**config.mk**
```make
export PLATFORM = sky130hd
export DESIGN_NAME = ltf_freq_seq_gen
export DESIGN_NICKNAME = d
export VERILOG_FILES = /design/src/rtl/ltf_freq_seq_gen.sv
export SDC_FILE = /design/constraint.sdc
export NUM_CORES = 1
export LEC_CHECK = 0
export ABC_CLOCK_PERIOD_IN_PS = 3100
export CAP_MARGIN = 25
export CELL_PAD_IN_SITES_DETAIL_PLACEMENT = 0
export CELL_PAD_IN_SITES_GLOBAL_PLACEMENT = 1
export CORE_UTILIZATION = 31
export DETAILED_ROUTE_END_ITERATION = 8
export PLACE_DENSITY = 0.86
export REMOVE_ABC_BUFFERS = 1
export SLEW_MARGIN = 20
export SYNTH_ARGS = -nofsm -noshare
export SYNTH_HDL_FRONTEND = slang
export SYNTH_SLANG_ARGS = --single-unit
```
**constraint.sdc**
```tcl
create_clock -name clk -period 3.1 [get_ports clk]
set_clock_uncertainty 0.05 [all_clocks]
set_input_delay 0.465 -clock clk [delete_from_list [all_inputs] [get_ports clk]]
set_output_delay 0.465 -clock clk [all_outputs]
set_load 0.01 [all_outputs]
```
**src/rtl/ltf_freq_seq_gen.sv**
```systemverilog
// ltf_freq_seq_gen
//   Streams frequency-domain long-training-field coefficients, one subcarrier
//   per beat, into the pipelined IFFT. Handles L-LTF (always two symbols) and
//   HT-LTF (1/2/4 symbols, P-matrix row-0 sign applied per symbol). The output
//   is a valid/ready stream with back-pressure.
//
// Ports
//   clk           tx clock
//   phy_tx_arest  asynchronous, active-high reset
//   start         request a sequence (sampled only in IDLE)
//   mode          0 = L-LTF, 1 = HT-LTF (latched at start)
//   n_ltf_sel     HT-LTF symbol count 0->1, 1->2, 2/3->4 (latched at start)
//   abort         synchronous abort, wins over start
//   dout          {I, Q} coefficient, Q always 0
//   dout_valid    dout holds a coefficient
//   dout_ready    downstream accepts the beat when dout_valid & dout_ready
//   dout_sc_idx   index of the current beat within its symbol
//   dout_last_sc  current beat is the last subcarrier of a symbol
//   dout_last     current beat is the final beat of the sequence
//   busy          state != IDLE
//   done          one-cycle pulse after the final beat is accepted
//
// State | meaning
// ------+------------------------------------------------------------
// IDLE  | waiting for start; all outputs low
// RUN   | presenting beats; advances on every accepted beat
// DONE  | final beat accepted; done high for this one cycle
module ltf_freq_seq_gen #(
    parameter int              IQ_W  = 16,
    parameter logic [IQ_W-1:0] AMP   = 16'h4000,
    parameter int              N_SC  = 64,
    localparam int             IDX_W = $clog2(N_SC)
) (
    input  logic              clk,
    input  logic              phy_tx_arest,
    input  logic              start,
    input  logic              mode,
    input  logic [1:0]        n_ltf_sel,
    input  logic              abort,
    output logic [2*IQ_W-1:0] dout,
    output logic              dout_valid,
    input  logic              dout_ready,
    output logic [IDX_W-1:0]  dout_sc_idx,
    output logic              dout_last_sc,
    output logic              dout_last,
    output logic              busy,
    output logic              done
);

    typedef enum logic [1:0] {S_IDLE, S_RUN, S_DONE} state_t;

    // Coefficient code: bit0 = non-zero, bit1 = negative.
    localparam logic [1:0] CP = 2'b01;
    localparam logic [1:0] CM = 2'b11;
    localparam logic [1:0] CZ = 2'b00;

    // L-LTF values for s = -26..26 (entry j is subcarrier j-26).
    localparam logic [1:0] L_TBL [0:52] = '{
        CP, CP, CM, CM, CP, CP, CM, CP, CM, CP,
        CP, CP, CP, CP, CP, CM, CM, CP, CP, CM,
        CP, CM, CP, CP, CP, CP,
        CZ,
        CP, CM, CM, CP, CP, CM, CP, CM, CP, CM,
        CM, CM, CM, CM, CP, CP, CM, CM, CP, CM,
        CP, CM, CP, CP, CP, CP
    };

    function automatic logic [1:0] coef_of(input logic [IDX_W-1:0] i, input logic ht);
        int s;
        s = int'(i) - N_SC / 2;
        if (s >= -26 && s <= 26)
            return L_TBL[6'(s + 26)];
        else if (ht && (s == -28 || s == -27))
            return CP;
        else if (ht && (s == 27 || s == 28))
            return CM;
        else
            return CZ;
    endfunction

    state_t            state;
    logic              ht_q;
    logic [1:0]        sym_q;
    logic [1:0]        last_sym_q;

    logic [IDX_W-1:0]  nxt_idx;
    logic [1:0]        nxt_sym;
    logic              nxt_ht;
    logic [1:0]        nxt_last_sym;
    logic [1:0]        nxt_coef;
    logic              nxt_neg;
    logic [IQ_W-1:0]   nxt_i;
    logic [2*IQ_W-1:0] nxt_dout;
    logic              nxt_last_sc;
    logic              nxt_last;

    // Describes the beat that will be presented after the next load: the
    // first beat of a new sequence when idle, otherwise the successor of the
    // beat currently on dout.
    always_comb begin
        nxt_idx      = dout_sc_idx + IDX_W'(1);
        nxt_sym      = (dout_sc_idx == IDX_W'(N_SC - 1)) ? sym_q + 2'd1 : sym_q;
        nxt_ht       = ht_q;
        nxt_last_sym = last_sym_q;
        if (state == S_IDLE) begin
            nxt_idx = '0;
            nxt_sym = '0;
            nxt_ht  = mode;
            if (!mode)
                nxt_last_sym = 2'd1;
            else if (n_ltf_sel == 2'd0)
                nxt_last_sym = 2'd0;
            else if (n_ltf_sel == 2'd1)
                nxt_last_sym = 2'd1;
            else
                nxt_last_sym = 2'd3;
        end
        nxt_coef = coef_of(nxt_idx, nxt_ht);
        // P0 = {+1,-1,+1,+1}: only HT symbol 1 is inverted.
        nxt_neg  = nxt_coef[1] ^ (nxt_ht && nxt_sym == 2'd1);
        if (!nxt_coef[0])
            nxt_i = '0;
        else if (nxt_neg)
            nxt_i = -AMP;
        else
            nxt_i = AMP;
        nxt_dout    = {nxt_i, {IQ_W{1'b0}}};
        nxt_last_sc = (nxt_idx == IDX_W'(N_SC - 1));
        nxt_last    = nxt_last_sc && (nxt_sym == nxt_last_sym);
    end

    always_ff @(posedge clk or posedge phy_tx_arest) begin
        if (phy_tx_arest) begin
            state        <= S_IDLE;
            ht_q         <= 1'b0;
            sym_q        <= '0;
            last_sym_q   <= '0;
            dout         <= '0;
            dout_valid   <= 1'b0;
            dout_sc_idx  <= '0;
            dout_last_sc <= 1'b0;
            dout_last    <= 1'b0;
            busy         <= 1'b0;
            done         <= 1'b0;
        end else begin
            done <= 1'b0;
            case (state)
                S_IDLE: begin
                    if (start && !abort) begin
                        state        <= S_RUN;
                        busy         <= 1'b1;
                        ht_q         <= nxt_ht;
                        last_sym_q   <= nxt_last_sym;
                        sym_q        <= nxt_sym;
                        dout_sc_idx  <= nxt_idx;
                        dout         <= nxt_dout;
                        dout_last_sc <= nxt_last_sc;
                        dout_last    <= nxt_last;
                        dout_valid   <= 1'b1;
                    end
                end
                S_RUN: begin
                    if (abort || (dout_ready && dout_last)) begin
                        // Both exits clear the beat; only normal completion pulses done.
                        state        <= abort ? S_IDLE : S_DONE;
                        busy         <= !abort;
                        done         <= !abort;
                        sym_q        <= '0;
                        dout         <= '0;
                        dout_valid   <= 1'b0;
                        dout_sc_idx  <= '0;
                        dout_last_sc <= 1'b0;
                        dout_last    <= 1'b0;
                    end else if (dout_ready) begin
                        sym_q        <= nxt_sym;
                        dout_sc_idx  <= nxt_idx;
                        dout         <= nxt_dout;
                        dout_last_sc <= nxt_last_sc;
                        dout_last    <= nxt_last;
                    end
                end
                S_DONE: begin
                    state <= S_IDLE;
                    busy  <= 1'b0;
                end
                default: begin
                    state <= S_IDLE;
                    busy  <= 1'b0;
                end
            endcase
        end
    end

endmodule

```
# == After elaboration in Yosys (flattened, before gate mapping) ==
# Memories as Yosys holds them, arrays and structs flattened.
# Cells that the tools add are included.
# totals
in_bits,8
mem_bits_ro,128
register_bits,50
mem_count,1
latchBits,0
ram_bits,0
# classes
multipliers,0
n_eq_ne,13
n_reduce_logical,18
n_bitwise,2
order_cmp,3
muxes,46
n_shift,0
addsub,4
div,0
# memory_table
memory,depth,word_bits,rd,rd_clocked_by_memory_dff,write_ports,line,rtl
(name not given),64,2,1,0,0,72,return L_TBL[6'(s + 26)];
# op_table
operator,count
2-to-1 mux 32 bit,3
case mux 32 bit (2 select lines),1
2-to-1 mux 2 bit,17
2-to-1 mux 16 bit,2
equality test 7 x 6 -> 1 bit (second input constant),4
2-to-1 mux 6 bit,4
equality test 6 bit (second input constant),2
2-to-1 mux 1 bit,12
case mux 6 bit (2 select lines),1
case mux 1 bit (2 select lines),4
case mux 2 bit (2 select lines),2
>= comparator 6 x 7 -> 1 bit (second input constant),1
>= comparator 7 x 6 -> 1 bit (second input constant),1
less-or-equal comparator 7 x 6 -> 1 bit (second input constant),1
logical AND 1 bit,7
subtractor 6 x 6 -> 7 bit (second input constant),1
adder 6 x 1 -> 6 bit (second input constant),1
adder 6 bit (second input constant),1
equality test 2 x 1 -> 1 bit (second input constant),3
NOT 6 bit,1
AND reduction 3 bit,2
logical NOT 2 bit,2
AND reduction 2 bit,2
logical OR 1 bit,3
8 further kinds,8

# == Logic depth before layout (Yosys ltp) ==
# Gate-level depths: netlist of the first run.
# logic_depth
depth_word,15
depth_mapped,13
mapped_depth_nobuf,12

# == Worst setup path after synthesis of the first run ==
# No wires, ideal clock.
# synth_timing
path_type,register -> register
startpoint,register dout_sc_idx[0]
endpoint,register dout[31]
t_required_ns,2.919
t_arrival_ns,2.872
period_less_slack_ns,3.053
stages_incl_launch_ff,11
setup_time_ns,0.131
setup_slack_ns,0.047
path_cell_list,dfrtp_1 ha_1 xor2_1 and2b_4 inv_1 ha_1 buf_1 mux4_2 a211oi_1 nor4b_1 or3b_1
# synth_between
elab_chain_len,15
word_cells_on_any_way,34
classes_between,3 x add/sub; 2 x order compare; 6 x eq/ne; 14 x mux; 2 x bitwise; 6 x reduce/logical; 1 x memory
# synth_rtl
element,line,rtl
"start, declared",43,"output logic [IDX_W-1:0] dout_sc_idx,"
"start signal, assigned",155,dout_sc_idx <= nxt_idx;
"start signal, assigned",176,dout_sc_idx <= nxt_idx;
adder 6 x 1 -> 6 bit,101,nxt_idx = dout_sc_idx + IDX_W'(1);
2-to-1 mux 6 bit,105,if (state == S_IDLE) begin
subtractor 6 x 6 -> 7 bit,70,s = int'(i) - N_SC / 2;
adder 6 bit / equality test 7 x 6 -> 1 bit (equally long branches),"72, 75",
NOT 6 bit (implied by the code) / logical OR 1 bit (equally long branches),"72, 75",
memory (64 x 2 bit) / logical AND 1 bit (equally long branches),--,
"2-to-1 mux 2 bit, on equally long branches","72, 75",
"2-to-1 mux 2 bit, on equally long branches","72, 73",
2-to-1 mux 2 bit,71,if (s >= -26 && s <= 26)
bitwise XOR 1 bit,120,nxt_neg = nxt_coef[1] ^ (nxt_ht && nxt_sym == 2'd1);
2-to-1 mux 16 bit,123,else if (nxt_neg)
2-to-1 mux 16 bit *,121,if (!nxt_coef[0])
2-to-1 mux 32 bit,174,end else if (dout_ready) begin
2-to-1 mux 32 bit,163,if (abort || (dout_ready && dout_last)) begin
case mux 32 bit (2 select lines) *,147,case (state)
"end signal, assigned",156,dout <= nxt_dout;
"end signal, assigned",177,dout <= nxt_dout;
"end, declared",40,"output logic [2*IQ_W-1:0] dout,"
# Mark *: on every way between the ends. The rest lies on a longest branch, timed or not. The select of a mux whose other input is x is not followed.
# A chain may end at the register's enable or synchronous reset.

# == Final worst setup path of the first run ==
# layout_timing
startpoint,register dout_sc_idx[1]
endpoint,register dout[31]
# The elaborated chain is that of the path after synthesis.

==> results of run 1 <==
routing by layer:
layer  GRT usage  vias up  routed length (µm)
met4      0.0558        0                  68
met3      0.0240        7                 141
met1       0.163      662                1680
met2       0.203       47                1670
li1            -      685                   -
met5           0        -                   0
final cells by class:
class	instances	area, µm²
Clock inverter	1	30.0
Sequential cell	20	500
Multi-Input combinational cell	162	1070
Timing Repair Buffer	30	275
Clock buffer	3	41.3
Fill cell	536	3180
Inverter	6	22.5
Tap cell	70	87.6
placed cells by master (no fill, tap or decap), types with 2 or more instances in the layout:
cell / instances
nand2b_1: 8
dfrtp_1: 20
ha_1: 6
mux2i_1: 3
o21bai_1: 3
clkdlybuf4s50_1: 20
o31ai_1: 2
nor3_1: 3
nand3b_1: 2
xor2_1: 4
and3_1: 3
nand2_1: 14
inv_1: 6
xnor2_1: 3
clkbuf_8: 3
nand3_1: 2
conb_1: 30
or2_2: 2
buf_4: 10
a21o_1: 2
a22o_1: 3
nor2_1: 10
nor3b_1: 2
o21ai_0: 20
a21oi_1: 7
final timing paths:
| check | slack, ps | start | to |
|---|---|---|---|
| max in group asynchronous | 1940 | phy_tx_arest | ht_q |
| min | 430 | dout_last_sc | dout_last_sc |
| min reg2reg | 430 | dout_last_sc | dout_last_sc |
| max reg2reg | 240 | dout_sc_idx[1] | dout[31] |
| min in group asynchronous | 590 | phy_tx_arest | dout[30] |
| max | 240 | dout_sc_idx[1] | dout[31] |
worst reg2reg max path: cells and delay by family, from the launching register on:
kind                     cells  cell delay [ps]
adder cells (fa/ha/maj)      2              570
flip-flops                   1              400
AO/OA/AOI/OAI                1              270
multiplexers                 1              510
XOR/XNOR                     1              200
AND/OR/NAND/NOR              3              650
buffers and inverters        1              100
logic make-up (layout without fill, tap and decap cells):
family,count (synthesis),count (layout)
and+or+nand+nor,59,59
AOI/OAI and AO/OA,50,50
buffers and inverters,43,40
DFF,20,20
adders and majority gates,8,8
xor gates and xnor gates,8,8
muxes,7,7
other,1,30
flip-flops by register name, summed over array words and instances (netlist names):
name	count
dout_last	1
state	2
dout_sc_idx	6
busy	1
last_sym_q	2
dout_valid	1
ht_q	1
dout	2
sym_q	2
done	1
dout_last_sc	1
where the power goes:
part / leakage [nW] / internal (mW) / switching [mW] / total (mW)
Clock: 0.0357 / 0.172 / 0.0898 / 0.262
Sequential: 0.269 / 0.280 / 0.0151 / 0.295
Combinational: 0.622 / 0.102 / 0.121 / 0.223
timing repair:
item | in CTS | in global routing
pin swaps | 0 | 1
gates resized for setup | 1 | 4
cloned | 0 | 0
setup endpoints to repair | 1 | 1
through the flow:
| step | setup TNS (ps) | hold WS (ps) | utilization |
|---|---|---|---|
| finish | 0 | 432 | 0.389 |
| detailed placement | -5.12 | 424 | 0.370 |
| global route | 0 | 479 | 0.389 |
| global placement | 0 | 412 | 0.370 |
| CTS | 0 | 441 | 0.384 |
| floorplan | 0 | 379 | - |
==> run_results.csv, run 1 <==
group,metric,value,unit
outcome,status,"finished, final reports clean",
clocking,cts_num_sinks,20,
setup_path,crit_buf_inv,1,
drt,viasPerCell,4.80,
clocking,cts-buffers-inserted,3,
synth,synth_top_family_by_area,"simple AND/OR/NAND/NOR gates",
drt,via_count,1401,
timing,finalWorstPathRequiredPeriod,2860,ps
setup_path,crit_chain,"ha_2 > xor2_2 > and2b_4 > inv_1 > ha_4 > mux4_2 > a211oi_2 > nor4b_1 > or3b_1",
synth,synth_edf_count,0,
drt,routed_wl,3560,µm
place,io_buffers,20,
synth,syn_area,0.00172,mm²
clocking,cts_buffer_depth,2,
place,placed_area,0.00192,mm²
setup_path,critical_path_class,"reg -> reg",
floorplanning,die_x,76.4,µm
setup_path,rr_worst_depth,9,
place,pre_cts_ws,-5.12,ps
place,post-dp-hpwl,2770,µm
power_and_ir_drop,pwr_density_cell,386,mW/mm²
setup_path,path_depth,9,
synth,synth_top_cell_by_area,"dfrtp_1",
synth,synthSimpleGateAreaFrac,0.192,
global_route,grt_overflow,0,
clocking,clk_latency,260,ps
timing,rsz0062_at_grt,"false",
cells_and_area,fin_cells,292,
place,place.gp.congestion,0.850,
synth,synth_common_cells,"30 x buf_4, 20 x dfrtp_1, 20 x o21ai_0",
global_route,antenna_found_initial,0,
cells_and_area,nNetsFinal,239,
job,cap_violations,0,
power_and_ir_drop,vdd_ir_drop_max,0.195,mV
synth,synth_most_common_cell,"buf_4",
floorplanning,io_pins,51,
timing,fin_ws,243,ps
hold_path,holdPathStages,1,
synth,yosysUniqueCellTypes,56,
global_route,grt_pass1_vias,1275,
clocking,path_clk_slew,80,ps
setup_path,cp.arrival,2950,ps
setup_path,cp.required,3190,ps
setup_path,critPathMaxStageDelay,510,ps
setup_path,crit_path_end_kind,"register",
synth,yosys_warnings,0,
timing,relSlewSlack,0.495,
drt,dr.first_iter.drc_count,80,
timing,min_period_over_period,0.922,
timing,setup_viol_count_final,0,
timing,max_freq,350,MHz
synth,ys.flop_type,"dfrtp_1",
clocking,htreeDepth,1,
floorplanning,rows,26,
clocking,post_cts_buffers,0,
synth,async_flop_share,1.00,
global_route,grt_pass1_wl,5990,µm
power_and_ir_drop,p_leak,0.927,nW
floorplanning,die_h,76.4,µm
synth,synthCells,196,
floorplanning,start_util,0.330,
place,place_inst,288,
floorplanning,coreArea,0.00520,mm²
setup_path,cp-start-kind,"register",
synth,synth_area_leaders,"dfrtp_1 29%, buf_4 13%, ha_1 5.8%",
drt,final_antenna_net_count,0,
timing,slew_viol_final,0,
clocking,hold_buffers,0,
synth,synth_top_area_frac,0.292,
synth,yosysSeqAreaShare,0.292,
synth,muxShareOfSynthArea,0.0583,
cells_and_area,final_area,0.00202,mm²
drt,drt_pass1_iterations,4,
clocking,cts_tree,"yes",
global_route,grt_max_degree,21,
hold_path,hold_class,"reg -> reg",
setup_path,cp_top_family,"simple AND/OR/NAND/NOR gates",
cells_and_area,post_route_cells_drive_above_1_share,0.140,
synth,ys_ff_latch,20,
cells_and_area,area_delta_synth_final,17.9,%
timing,hold_viol_final,0,
drt,drc_errors,0,
floorplanning,die-area,0.00584,mm²
cells_and_area,diodes,0,
setup_path,path_max_fanout,6,
timing,tightest_slew,757,ps
synth,synth-compound-area-share,0.190,
clocking,root_buffer,"clkbuf_8",
setup_path,slowest_stage,"mux4_2",
drt,wl_per_cell,12.2,µm
synth,synth-adder-area-share,0.0583,
synth,synth_xor_area_frac,0.0408,
power_and_ir_drop,total_power,0.780,mW
synth,synth.avg_cell_area,8.76,µm²
global_route,grt_usage,0.126,
No activity file was read; power rests on OpenSTA's default activity.
==> run 2: changes to the inputs <==
- PLACE_DENSITY: 0.86 -> default
- PLACE_DENSITY_LB_ADDON: default -> 0.1
==> run 2 against run 1 <==
Compared with the run above: critical path depth unchanged; first-iteration DRC count down 43%; register-to-register slack lost 70 ps; non-clock buffer count rose by 1; fmax is 2.4% lower; critical endpoint unchanged.
==> run_results.csv, run 2 (synthesis results as in run 1) <==
group,metric,value,unit
setup_path,startpoint,"dout_sc_idx[1]",
place,post-dp-hpwl,3020,µm
floorplanning,rows,26,
cells_and_area,fin_util,0.386,
floorplanning,die_x,76.4,µm
timing,finalSetupTns,0,ps
clocking,cts_tree,"yes",
global_route,grt_max_degree,21,
timing,min_period_over_period,0.944,
clocking,path_clk_slew,80,ps
cells_and_area,top_register,"dout_sc_idx",
clocking,post_cts_buffers,0,
power_and_ir_drop,swShare,0.326,
setup_path,critical_path_class,"reg -> reg",
setup_path,crit_buf_inv,1,
hold_path,hp-start,"dout_last_sc",
hold_path,holdPathStages,1,
drt,final_antenna_net_count,0,
job,cap_violations,0,
clocking,cts_num_sinks,20,
drt,drt_pass1_iterations,4,
global_route,grt_pass1_wl,6570,µm
setup_path,rr_worst_depth,9,
power_and_ir_drop,p_leak,0.921,nW
floorplanning,io_pins,51,
hold_path,hold_class,"reg -> reg",
cells_and_area,nNetsFinal,240,
place,place_inst,289,
cells_and_area,fin_cells,292,
timing,tightest_slew,810,ps
place,placed_area,0.00193,mm²
setup_path,slowest_stage,"mux4_2",
setup_path,path_depth,9,
cells_and_area,diodes,0,
setup_path,critPathMaxStageDelay,510,ps
timing,rsz0062_at_grt,"false",
clocking,root_buffer,"clkbuf_8",
power_and_ir_drop,combPwrFrac,0.326,
clocking,cts_buffer_depth,2,
global_route,grt_overflow,0,
timing,max_freq,342,MHz
drt,drc_errors,0,
power_and_ir_drop,total_power,0.697,mW
setup_path,crit_chain,"ha_1 > xor2_2 > and2b_4 > inv_1 > ha_4 > mux4_2 > a211oi_2 > nor4b_1 > or3b_1",
drt,wl_per_cell,13.4,µm
setup_path,cp_top_family,"simple AND/OR/NAND/NOR gates",
setup_path,worstReg2RegStart,"dout_sc_idx[1]",
power_and_ir_drop,p_int,0.469,mW
drt,dr.first_iter.drc_count,46,
floorplanning,die_h,76.4,µm
setup_path,path_max_fanout,6,
setup_path,crit_path_end_kind,"register",
cells_and_area,area_delta_synth_final,17.1,%
cells_and_area,layout_commonest_cell,"conb_1",
power_and_ir_drop,p_clk_frac,0.250,
timing,hold_viol_final,0,
timing,slew_viol_final,0,
cells_and_area,final_area,0.00201,mm²
floorplanning,die-area,0.00584,mm²
setup_path,cp.arrival,3010,ps
floorplanning,start_util,0.330,
setup_path,cp-start-kind,"register",
timing,setup_viol_count_final,0,
timing,relSlewSlack,0.459,
power_and_ir_drop,pwr_density_cell,346,mW/mm²
cells_and_area,post_route_cells_drive_above_1_share,0.144,
global_route,grt_usage,0.138,
cells_and_area,largest_register_ffs,6,
clocking,clk_latency,260,ps
power_and_ir_drop,p_seq_frac,0.424,
floorplanning,coreArea,0.00520,mm²
drt,via_count,1385,
timing,fin_ws,174,ps
timing,finalHoldWorstSlack,436,ps
timing,finalWorstPathRequiredPeriod,2930,ps
outcome,status,"finished, final reports clean",
drt,viasPerCell,4.74,
clocking,htreeDepth,1,
clocking,cts-buffers-inserted,3,
cells_and_area,final_cell_mix,"30 x conb_1, 20 x o21ai_0, 20 x dfrtp_1, 20 x clkdlybuf4s50_1, 14 x nand2_1",
drt,routed_wl,3920,µm
place,place.gp.congestion,0.847,
place,pre_cts_ws,28.5,ps
power_and_ir_drop,vdd_ir_drop_max,0.238,mV
power_and_ir_drop,p_switching,0.227,mW
cells_and_area,fill_cells,566,
place,io_buffers,20,
clocking,hold_buffers,0,
clocking,post_cts_resized,1,
global_route,antenna_found_initial,0,
setup_path,cp.required,3190,ps
global_route,grt_pass1_vias,1345,
## run 2: path summary, 6_finish.rpt
check / to / slack, ps
worst max-delay path: dout[31] / 170
max in group asynchronous: state[0] / 1880
min in group asynchronous: ht_q / 620
worst min register to register: dout_last_sc / 440
worst min-delay path: dout_last_sc / 440
worst max register to register: dout[31] / 170
## run 2: final cells by class
cell class	count	area [µm²]	area share
tap	70	87.6	0.0436
inverter	6	22.5	0.0112
clock buffer	3	41.3	0.0205
timing repair buffer	31	283	0.141
multi-input combinational	162	1080	0.535
sequential	20	500	0.249
## run 2: layer usage
layer  GRT usage  routed length (µm)  vias up
li1            -                   -      684
met1       0.182                1870      649
met2       0.235                1840       48
met5           0                   0        -
met3      0.0311                 176        4
met4      0.0192                  36        0
## run 2: worst register-to-register path: cells and delay by family (launching register included)
family,cells,cell delay (ps)
compound gates,1,270
xor+xnor,1,230
fa+ha+maj,2,580
buf+inv,1,90
flops,1,420
mux,1,510
simple gates,3,650
## run 2: power by group through the flow
stage	registers, mW	logic, mW	clock network, mW
floorplan	0.305	0.126	0
global placement	0.299	0.219	0
detailed placement	0.300	0.218	0
CTS	0.295	0.220	0.183
global route	0.299	0.251	0.190
finish	0.295	0.227	0.174
